## src/rtl/hpu_axil_regs.sv

```systemverilog
// AXI-Lite slave register file for the HPU control path: command register,
// read-write control words, sampled read-only status words and write pulses.
//
// state   | meaning
// --------+------------------------------------------------------------
// S_IDLE  | ready for a write (AW/W) or, failing that, a read (AR)
// S_AW    | write address captured, waiting for write data
// S_W     | write data captured, waiting for write address
// S_BRESP | write committed, holding the write response until BREADY
// S_RDEC  | read address captured, selecting and registering read data
// S_RRESP | holding read data/response until RREADY
module hpu_axil_regs #(
  parameter int ADDR_W   = 12,
  parameter int NUM_CTRL = 8,
  parameter int NUM_STAT = 4
) (
  input  logic                                           clk,
  input  logic                                           rst,
  input  logic [ADDR_W-1:0]                              s_awaddr,
  input  logic                                           s_awvalid,
  output logic                                           s_awready,
  input  logic [31:0]                                    s_wdata,
  input  logic [3:0]                                     s_wstrb,
  input  logic                                           s_wvalid,
  output logic                                           s_wready,
  output logic [1:0]                                     s_bresp,
  output logic                                           s_bvalid,
  input  logic                                           s_bready,
  input  logic [ADDR_W-1:0]                              s_araddr,
  input  logic                                           s_arvalid,
  output logic                                           s_arready,
  output logic [31:0]                                    s_rdata,
  output logic [1:0]                                     s_rresp,
  output logic                                           s_rvalid,
  input  logic                                           s_rready,
  output logic                                           run,
  output logic                                           gen,
  input  logic                                           gen_done,
  output logic [32*NUM_CTRL-1:0]                         ctrl,
  output logic [NUM_CTRL-1:0]                            wr_pulse,
  input  logic [32*((NUM_STAT > 0) ? NUM_STAT : 1)-1:0]  stat
);

  localparam int IDX_W = ADDR_W - 2;

  typedef enum logic [2:0] {
    S_IDLE, S_AW, S_W, S_BRESP, S_RDEC, S_RRESP
  } state_t;

  state_t            r_state, w_state_nxt;
  logic [IDX_W-1:0]  r_aw_idx, r_ar_idx, w_wr_idx_raw;
  logic [31:0]       r_wdata, w_wdata;
  logic [3:0]        r_wstrb, w_wstrb;
  logic [31:0]       r_ctrl [NUM_CTRL];
  logic [NUM_CTRL-1:0] r_wr_pulse;
  logic [1:0]        r_bresp, r_rresp, w_rd_resp;
  logic [31:0]       r_rdata, w_rd_data;
  logic [31:0]       w_wr_idx, w_rd_idx;
  logic              w_commit, w_wr_mapped;
  logic              w_unused;

  assign w_unused = ^{s_awaddr[1:0], s_araddr[1:0]};

  always_ff @(posedge clk) begin
    if (rst) r_state <= S_IDLE;
    else     r_state <= w_state_nxt;
  end

  always_comb begin
    w_state_nxt = r_state;
    case (r_state)
      S_IDLE: begin
        if (s_awvalid && s_wvalid) w_state_nxt = S_BRESP;
        else if (s_awvalid)        w_state_nxt = S_AW;
        else if (s_wvalid)         w_state_nxt = S_W;
        else if (s_arvalid)        w_state_nxt = S_RDEC;
      end
      S_AW:    if (s_wvalid)  w_state_nxt = S_BRESP;
      S_W:     if (s_awvalid) w_state_nxt = S_BRESP;
      S_BRESP: if (s_bready)  w_state_nxt = S_IDLE;
      S_RDEC:                 w_state_nxt = S_RRESP;
      S_RRESP: if (s_rready)  w_state_nxt = S_IDLE;
      default:                w_state_nxt = S_IDLE;
    endcase
  end

  always_comb begin
    s_awready = (r_state == S_IDLE) || (r_state == S_W);
    s_wready  = (r_state == S_IDLE) || (r_state == S_AW);
    s_arready = (r_state == S_IDLE);
    s_bvalid  = (r_state == S_BRESP);
    s_rvalid  = (r_state == S_RRESP);
  end

  // Whichever half of the write arrived earlier comes from the capture regs.
  assign w_wr_idx_raw = (r_state == S_AW) ? r_aw_idx : s_awaddr[ADDR_W-1:2];
  assign w_wdata      = (r_state == S_W)  ? r_wdata  : s_wdata;
  assign w_wstrb      = (r_state == S_W)  ? r_wstrb  : s_wstrb;
  assign w_wr_idx     = 32'(w_wr_idx_raw);
  assign w_rd_idx     = 32'(r_ar_idx);
  assign w_wr_mapped  = (w_wr_idx < NUM_CTRL);
  assign w_commit     = (r_state != S_BRESP) && (w_state_nxt == S_BRESP);

  always_ff @(posedge clk) begin
    if (rst) begin
      r_aw_idx <= '0;
      r_ar_idx <= '0;
      r_wdata  <= '0;
      r_wstrb  <= '0;
    end else begin
      if (s_awvalid && s_awready) r_aw_idx <= s_awaddr[ADDR_W-1:2];
      if (s_wvalid && s_wready) begin
        r_wdata <= s_wdata;
        r_wstrb <= s_wstrb;
      end
      if (r_state == S_IDLE && s_arvalid && !s_awvalid && !s_wvalid)
        r_ar_idx <= s_araddr[ADDR_W-1:2];
    end
  end

  // gen_done clear is applied first so a same-edge command write overrides it.
  always_ff @(posedge clk) begin
    if (rst) begin
      r_ctrl     <= '{default: '0};
      r_wr_pulse <= '0;
      r_bresp    <= 2'b00;
    end else begin
      r_wr_pulse <= '0;
      if (gen_done) r_ctrl[0][0] <= 1'b0;
      if (w_commit) begin
        r_bresp <= w_wr_mapped ? 2'b00 : 2'b10;
        for (int i = 0; i < NUM_CTRL; i++) begin
          if (w_wr_idx == i) begin
            r_wr_pulse[i] <= 1'b1;
            for (int k = 0; k < 4; k++)
              if (w_wstrb[k]) r_ctrl[i][8*k +: 8] <= w_wdata[8*k +: 8];
          end
        end
      end
      r_ctrl[0][31:2] <= '0;
    end
  end

  always_comb begin
    w_rd_data = '0;
    w_rd_resp = 2'b10;
    if (w_rd_idx < NUM_CTRL) begin
      w_rd_resp = 2'b00;
      for (int i = 0; i < NUM_CTRL; i++)
        if (w_rd_idx == i) w_rd_data = r_ctrl[i];
    end else if (w_rd_idx < NUM_CTRL + NUM_STAT) begin
      w_rd_resp = 2'b00;
      for (int j = 0; j < NUM_STAT; j++)
        if (w_rd_idx == NUM_CTRL + j) w_rd_data = stat[32*j +: 32];
    end
  end

  always_ff @(posedge clk) begin
    if (rst) begin
      r_rdata <= '0;
      r_rresp <= 2'b00;
    end else if (r_state == S_RDEC) begin
      r_rdata <= w_rd_data;
      r_rresp <= w_rd_resp;
    end
  end

  for (genvar gi = 0; gi < NUM_CTRL; gi++) begin : g_ctrl
    assign ctrl[32*gi +: 32] = r_ctrl[gi];
  end

  assign wr_pulse = r_wr_pulse;
  assign s_bresp  = r_bresp;
  assign s_rdata  = r_rdata;
  assign s_rresp  = r_rresp;
  assign run      = r_ctrl[0][1];
  assign gen      = r_ctrl[0][0];

endmodule

```

## config.mk

```make
export PLATFORM = sky130hd
export DESIGN_NAME = hpu_axil_regs
export DESIGN_NICKNAME = d
export VERILOG_FILES = /design/src/rtl/hpu_axil_regs.sv
export SDC_FILE = /design/constraint.sdc
export NUM_CORES = 1
export LEC_CHECK = 0
export BUFFER_PORTS_ARGS = -buffer_cell sky130_fd_sc_hd__buf_2
export CAP_MARGIN = 15
export CORE_UTILIZATION = 40
export CTS_CLUSTER_SIZE = 40
export DETAILED_ROUTE_END_ITERATION = 6
export GPL_TIMING_DRIVEN = 1
export PLACE_DENSITY = 0.67
export SETUP_SLACK_MARGIN = 0.2
export SYNTH_ARGS = -nofsm -noshare
export SYNTH_HDL_FRONTEND = slang
export SYNTH_SLANG_ARGS = --single-unit
```

## constraint.sdc

```tcl
create_clock -name clk -period 3.2 [get_ports clk]
set_input_delay 0.48 -clock clk [delete_from_list [all_inputs] [get_ports clk]]
set_output_delay 0.48 -clock clk [all_outputs]
set_load 0.03 [all_outputs]
```

==> results of run 1 <==
-- sequential cells by signal (all words and copies together), names as in the netlist --
name / cells
r_aw_idx: 10
s_bresp: 1
s_rdata: 32
r_wstrb: 4
r_wdata: 32
wr_pulse: 8
ctrl: 226
r_state: 3
r_ar_idx: 10
s_rresp: 1
-- how the worst max path moves through the flow --
stage,end,cells past startpoint
final,ctrl[88],5
after global routing,ctrl[141],6
after CTS,ctrl[146],6
after detailed placement,ctrl[140],6
after global placement,ctrl[115],5
after floorplan,ctrl[128],7
-- cell usage after synthesis, drive strengths merged --
master and number:
mux2 287, nand2b 5, dlygate4sd1 2, and2 3
and3 5, dfxtp 327, inv 2, nor3 5
or3b 2, or2 1, nand4b 3, mux2i 49
mux4 36, buf 72, nor3b 4, o211ai 1
nand2 188, and2b 8, nand3b 3, o21ai 4
and3b 1, a221o 1, a31o 1, nor4 2
o22ai 31, clkbuf 78, o31ai 1, nand3 28
a221oi 31, a21oi 77, nor2 74, a22oi 29
a311oi 1, nor2b 220, a211oi 32, o21bai 1
conb 1, dlygate4sd3 1
-- final cells by class --
type                    instances  area share (%)
inverters                       2         0.03654
repair buffers                503           13.24
well taps                     525           3.197
clock buffers                  55           5.694
flip-flops and latches        327           31.91
clock inverters                15          0.9135
diodes                          6         0.07308
multi-input cells            1166           44.94
-- power by group through the flow --
stage / Combinational, mW / Sequential (mW) / Clock [mW]
2_1_floorplan: 0.587 / 4.29 / 0
3_3_place_gp: 0.937 / 4.26 / 0
3_5_place_dp: 0.953 / 4.27 / 0
4_1_cts: 0.955 / 4.18 / 4.75
5_1_grt: 1.03 / 4.18 / 4.92
6_report: 0.953 / 4.18 / 4.68
-- metal layers --
layer	global-route usage, %	routed length (um)	vias to the layer above
met4	13.25	2540	0
li1	-	-	6498
met3	4.852	4016	140
met5	0	0	-
met1	31.20	22310	6893
met2	45.72	28100	624
-- placed cells by master (no fill, tap or decap), drive strengths merged, types with 3 or more instances in the layout --
cell	instances
buf	503
dfxtp	327
mux2	287
nor2b	220
nand2	188
a21oi	77
nor2	74
clkbuf	55
mux2i	49
mux4	36
a211oi	32
conb	32
a221oi	31
o22ai	31
a22oi	29
nand3	28
clkinv	8
and2b	8
diode	6
nor3	5
and3	5
nand2b	5
bufinv	4
o21ai	4
nor3b	4
inv	4
nand3b	3
and2	3
nand4b	3
-- through the flow --
stage | std cells | hold slack, ns | cell area [um^2]
6_report | 2599 | 0.1815 | 20540
3_3_place_gp | 2522 | 0.4412 | 19160
5_1_grt | 2599 | 0.1707 | 20540
3_5_place_dp | 2522 | 0.4467 | 19160
4_1_cts | 2592 | 0.1460 | 20520
2_1_floorplan | 1648 | 0.4366 | 16550
-- worst max-delay path, delay by kind of cell (launching register included) --
family             cells  cell delay (ns)
DFF                    1             0.65
muxes                  1             0.42
AOI/OAI and AO/OA      1             0.43
and+or+nand+nor        3             1.23
-- logic make-up after synthesis --
kind of cell    Yosys count  share of synthesized area, %
compound gates          210                         8.746
buf+inv                 155                         5.085
flops                   327                         39.83
mux                     372                         27.76
other cells               1                       0.02281
simple gates            552                         18.56
-- repair_timing --
action / in CTS / in global routing
resized for setup: 0 / 0
hold buffers: 0 / 0
buffers inserted: 0 / 1
setup endpoints to repair: 0 / 52
==> impl_metrics.tcl, run 1 <==
set metrics [dict create \
    ioPinCount 503 \
    core_area_um2 40100 \
    area_growth_pct 24.99 \
    finalWeightedCongestion 0.8494 \
    timing.rr.end "ctrl[88]" \
    power_frac_comb_pct 9.7 \
    cts.sinks 327 \
    p_total_mw 9.808 \
    r2r_slack_ns 0.34 \
    arrival_ns 3.28 \
    cts.clk_slew.worst_paths_ns 0.06 \
    wl_um 56970 \
    r2r_cells 5 \
    grt_max_degree 127 \
    synth.top_cell.area_share_pct 39.83 \
    worstSetupStartpointType "register" \
    nFillCells 3708 \
    tns_ns 0 \
    drc 0 \
    hold_class "input pin to register" \
    io_buffers 466 \
    initial_utilization_pct 40.99 \
    slowest_delay_ns 0.65 \
    vias 14160 \
    clockBufferDepth 3 \
    grt_pass1_wl_um 83580 \
    clkPwrFrac_pct 47.7 \
    root_buffer "clkbuf_16" \
    vias_per_cell 5.446 \
    critical_path_class "register to register" \
    finalHoldViolCount 0 \
    synthesis.area_um2 16440 \
    clk_latency_ns 0.54 \
    die_y_um 204.7 \
    p_seq_share_pct 42.6 \
    slew_headroom_pct 27.53 \
    seq_area_frac_synth_pct 39.83 \
    synth_area_leaders "dfxtp_1, mux2_2, nor2b_1, mux4_2, nand2_1" \
    holdCritStartpoint "s_araddr[11]" \
    synthCells 1617 \
    dieWidth_um 204.7 \
    final_nets 2234 \
    slew_viol_final 0 \
    cpMaxStageDelayCell "dfxtp_1" \
    fin_skew_ns 0.01717 \
    synth.avg_cell_area_um2 10.17 \
    htree_levels 2 \
    dp_slack_ns 0.3334 \
    crit_chain "nor3b_4, nand3b_1, o21ai_2, nand3_2, mux2_2" \
    power.internal_mw 7.324 \
    wl_per_cell_um 21.92 \
    yosysTopAreaCell "dfxtp_1" \
    p_sw_share_pct 25.33 \
    rsz0062_at_grt "false" \
    crit_start "r_state[0]" \
    post-route-min-period_ns 2.858 \
    leakagePower_nw 9.214 \
    drv_cap 0 \
    worst_slew_pin_slew_ns 1.087 \
    rows 73 \
    timing.rr.start "r_state[0]" \
    ys_seq_elements 327 \
    postRouteAntennaNets 0 \
    dr.pass1.iters 5 \
    ir_worst_vdd_mv 0.2972 \
    numCtsBuffers 38 \
    synth_cell_type_count 53 \
    detail_route.iter0.violations 888 \
    first_global_vias 13780 \
    final-seq-area_um2 6555 \
    cp.required_ns 3.63 \
    cts_tree "yes" \
    fmax_ghz 0.3499 \
    dieArea_um2 41910 \
    status "finished, final reports clean" \
    antenna_found_initial 8 \
    switchingPower_mw 2.484 \
    drive_above_1_share_pct 45.55 \
    hold_path_end "r_ar_idx[9]" \
    multiInputGateArea_um2 9233 \
    worstPathMaxFanout 12 \
    setup_violations 0 \
    utilization_pct 51.24 \
    end_kind "register" \
    worst_slack_ns 0.3417 \
    holdPathStages 3 \
    powerDensity_nw_per_um2 477.4 \
    fin_crit_sh_pct 89.32 \
    grtUsageTotal_pct 26.45 \
    dp_hpwl_um 39650 \
    gr-total-overflow 0 \
    yosysWarnings 0 \
]
(Power assumes the default switching activity.)
==> inputs of run 2 (changes only) <==
Settings changed: REMOVE_ABC_BUFFERS from default to 1, TNS_END_PERCENT from default to 20.
==> run 2 against run 1 <==
Net effect: non-clock buffer count grew 23; maximum frequency grew 4.3%; final cell count grew 0.69%; sequential cell count is the same; core utilization is essentially flat; critical path depth grew 1; die area is the same; total power shrank 4.2%.
==> impl_metrics.tcl, run 2 (synthesized netlist as in run 1, its figures left out) <==
set metrics [dict create \
    cts_tree "yes" \
    post_cts_buffers 0 \
    fmax_ghz 0.3650 \
    worst_slew_pin_slew_ns 0.9413 \
    hold_path_end "r_wdata[16]" \
    finalWeightedCongestion 0.8172 \
    rows 73 \
    place_area_um2 19310 \
    io_buffers 466 \
    postRouteAntennaNets 0 \
    cts.sinks 327 \
    critical_path_class "register to register" \
    final_cell_mix "buf_2, dfxtp_1, mux2_2" \
    p_total_mw 9.393 \
    ioPinCount 503 \
    powerDensity_nw_per_um2 456.8 \
    vias 14020 \
    grt_max_degree 76 \
    fin_crit_sh_pct 85.63 \
    ir_worst_vdd_mv 0.3429 \
    r2r_slack_ns 0.46 \
    leakagePower_nw 9.268 \
    first_global_vias 13790 \
    holdCritStartpoint "s_wdata[16]" \
    cts_hold_buf 0 \
    root_buffer "clkbuf_16" \
    gr-total-overflow 0 \
    drive_above_1_share_pct 45.95 \
    numCtsBuffers 37 \
    grtUsageTotal_pct 25.58 \
    worstSetupStartpointType "register" \
    wl_per_cell_um 21.29 \
    largest_reg_flops 226 \
    die_y_um 204.7 \
    dieArea_um2 41910 \
    drv_cap 0 \
    cts_resized 0 \
    htree_levels 2 \
    slew_headroom_pct 37.25 \
    setup_violations 0 \
    slew_viol_final 0 \
    fin_skew_ns 0.01875 \
    timing.rr.end "ctrl[157]" \
    vias_per_cell 5.357 \
    core_area_um2 40100 \
    r2r_cells 6 \
    worstPathMaxFanout 12 \
    dp_hpwl_um 38000 \
    arrival_ns 3.16 \
    grt_pass1_wl_um 81470 \
    timing.rr.start "r_state[2]" \
    antenna_found_initial 8 \
    clockBufferDepth 3 \
    rsz0062_at_grt "false" \
    dieWidth_um 204.7 \
    fin_area_um2 20560 \
    detail_route.iter0.violations 675 \
    final_common_cell "buf_2" \
    area_growth_pct 25.11 \
    clk_latency_ns 0.53 \
    drc 0 \
    holdPathStages 3 \
    tns_ns 0 \
    final_nets 2256 \
    post-route-min-period_ns 2.740 \
    finalHoldViolCount 0 \
    status "finished, final reports clean" \
    wl_um 55730 \
    end_kind "register" \
    cp.required_ns 3.62 \
    dr.pass1.iters 5 \
    cts.clk_slew.worst_paths_ns 0.06 \
    initial_utilization_pct 40.99 \
    hold_class "input pin to register" \
    utilization_pct 51.29 \
]
run 2: cell count changes in the layout (fill, tap and decap cells not counted), sizes merged:
cell      previous run  this run
diode                6         5
buf                503       526
bufinv               4         2
clkinv               8        11
clkinvlp             1         0
clkbuf              55        51
run 2: routing by layer:
metal	GRT usage (%)	up-vias	part of all wire, %
li1	-	6530	-
met1	30.47	6800	40
met2	45.11	555	49
met3	5.107	126	6.8
met4	9.328	8	3.2
met5	0	-	0.10
run 2: area by class of cell:
type	count	area (um^2)
well taps	525	656.9
inverters	2	7.507
fillers	3698	19530
clock inverters	15	138.9
repair buffers	526	2893
diodes	5	12.51
multi-input cells	1166	9220
clock buffers	51	1081
flip-flops and latches	327	6555
run 2: report_power, final:
part	internal [mW]	leakage, nW	switching [mW]
registers	4.13	2.64	0.0520
logic	0.326	6.01	0.618
clock network	2.53	0.609	1.73
total	6.99	9.27	2.40
run 2: through the flow:
stage          instances  hold WS (ns)  setup slack (ns)
3_3_place_gp        2543        0.4419            0.4267
4_1_cts             2609        0.1697            0.3586
3_5_place_dp        2543        0.4467            0.3897
5_1_grt             2615        0.1787            0.2952
6_report            2617        0.1917            0.4599
2_1_floorplan       1495        0.4305            -2.924
run 2: how the worst max path moves through the flow:
stage | from | to | slack (ns)
detailed placement | r_state[2] | ctrl[157] | 0.39
CTS | r_state[2] | ctrl[157] | 0.36
global route | r_state[2] | ctrl[157] | 0.30
finish | r_state[2] | ctrl[157] | 0.46
floorplan | r_ar_idx[0] | s_rdata[25] | -2.92
global placement | r_state[2] | ctrl[153] | 0.43
run 2: critical path, stage by stage (launching register included):
cell and delay [ns]:
dfxtp_1 0.61, nor3b_4 0.17, nand4b_1 0.38, o22ai_2 0.34, buf_4 0.23, and3_1 0.49
mux2_2 0.39
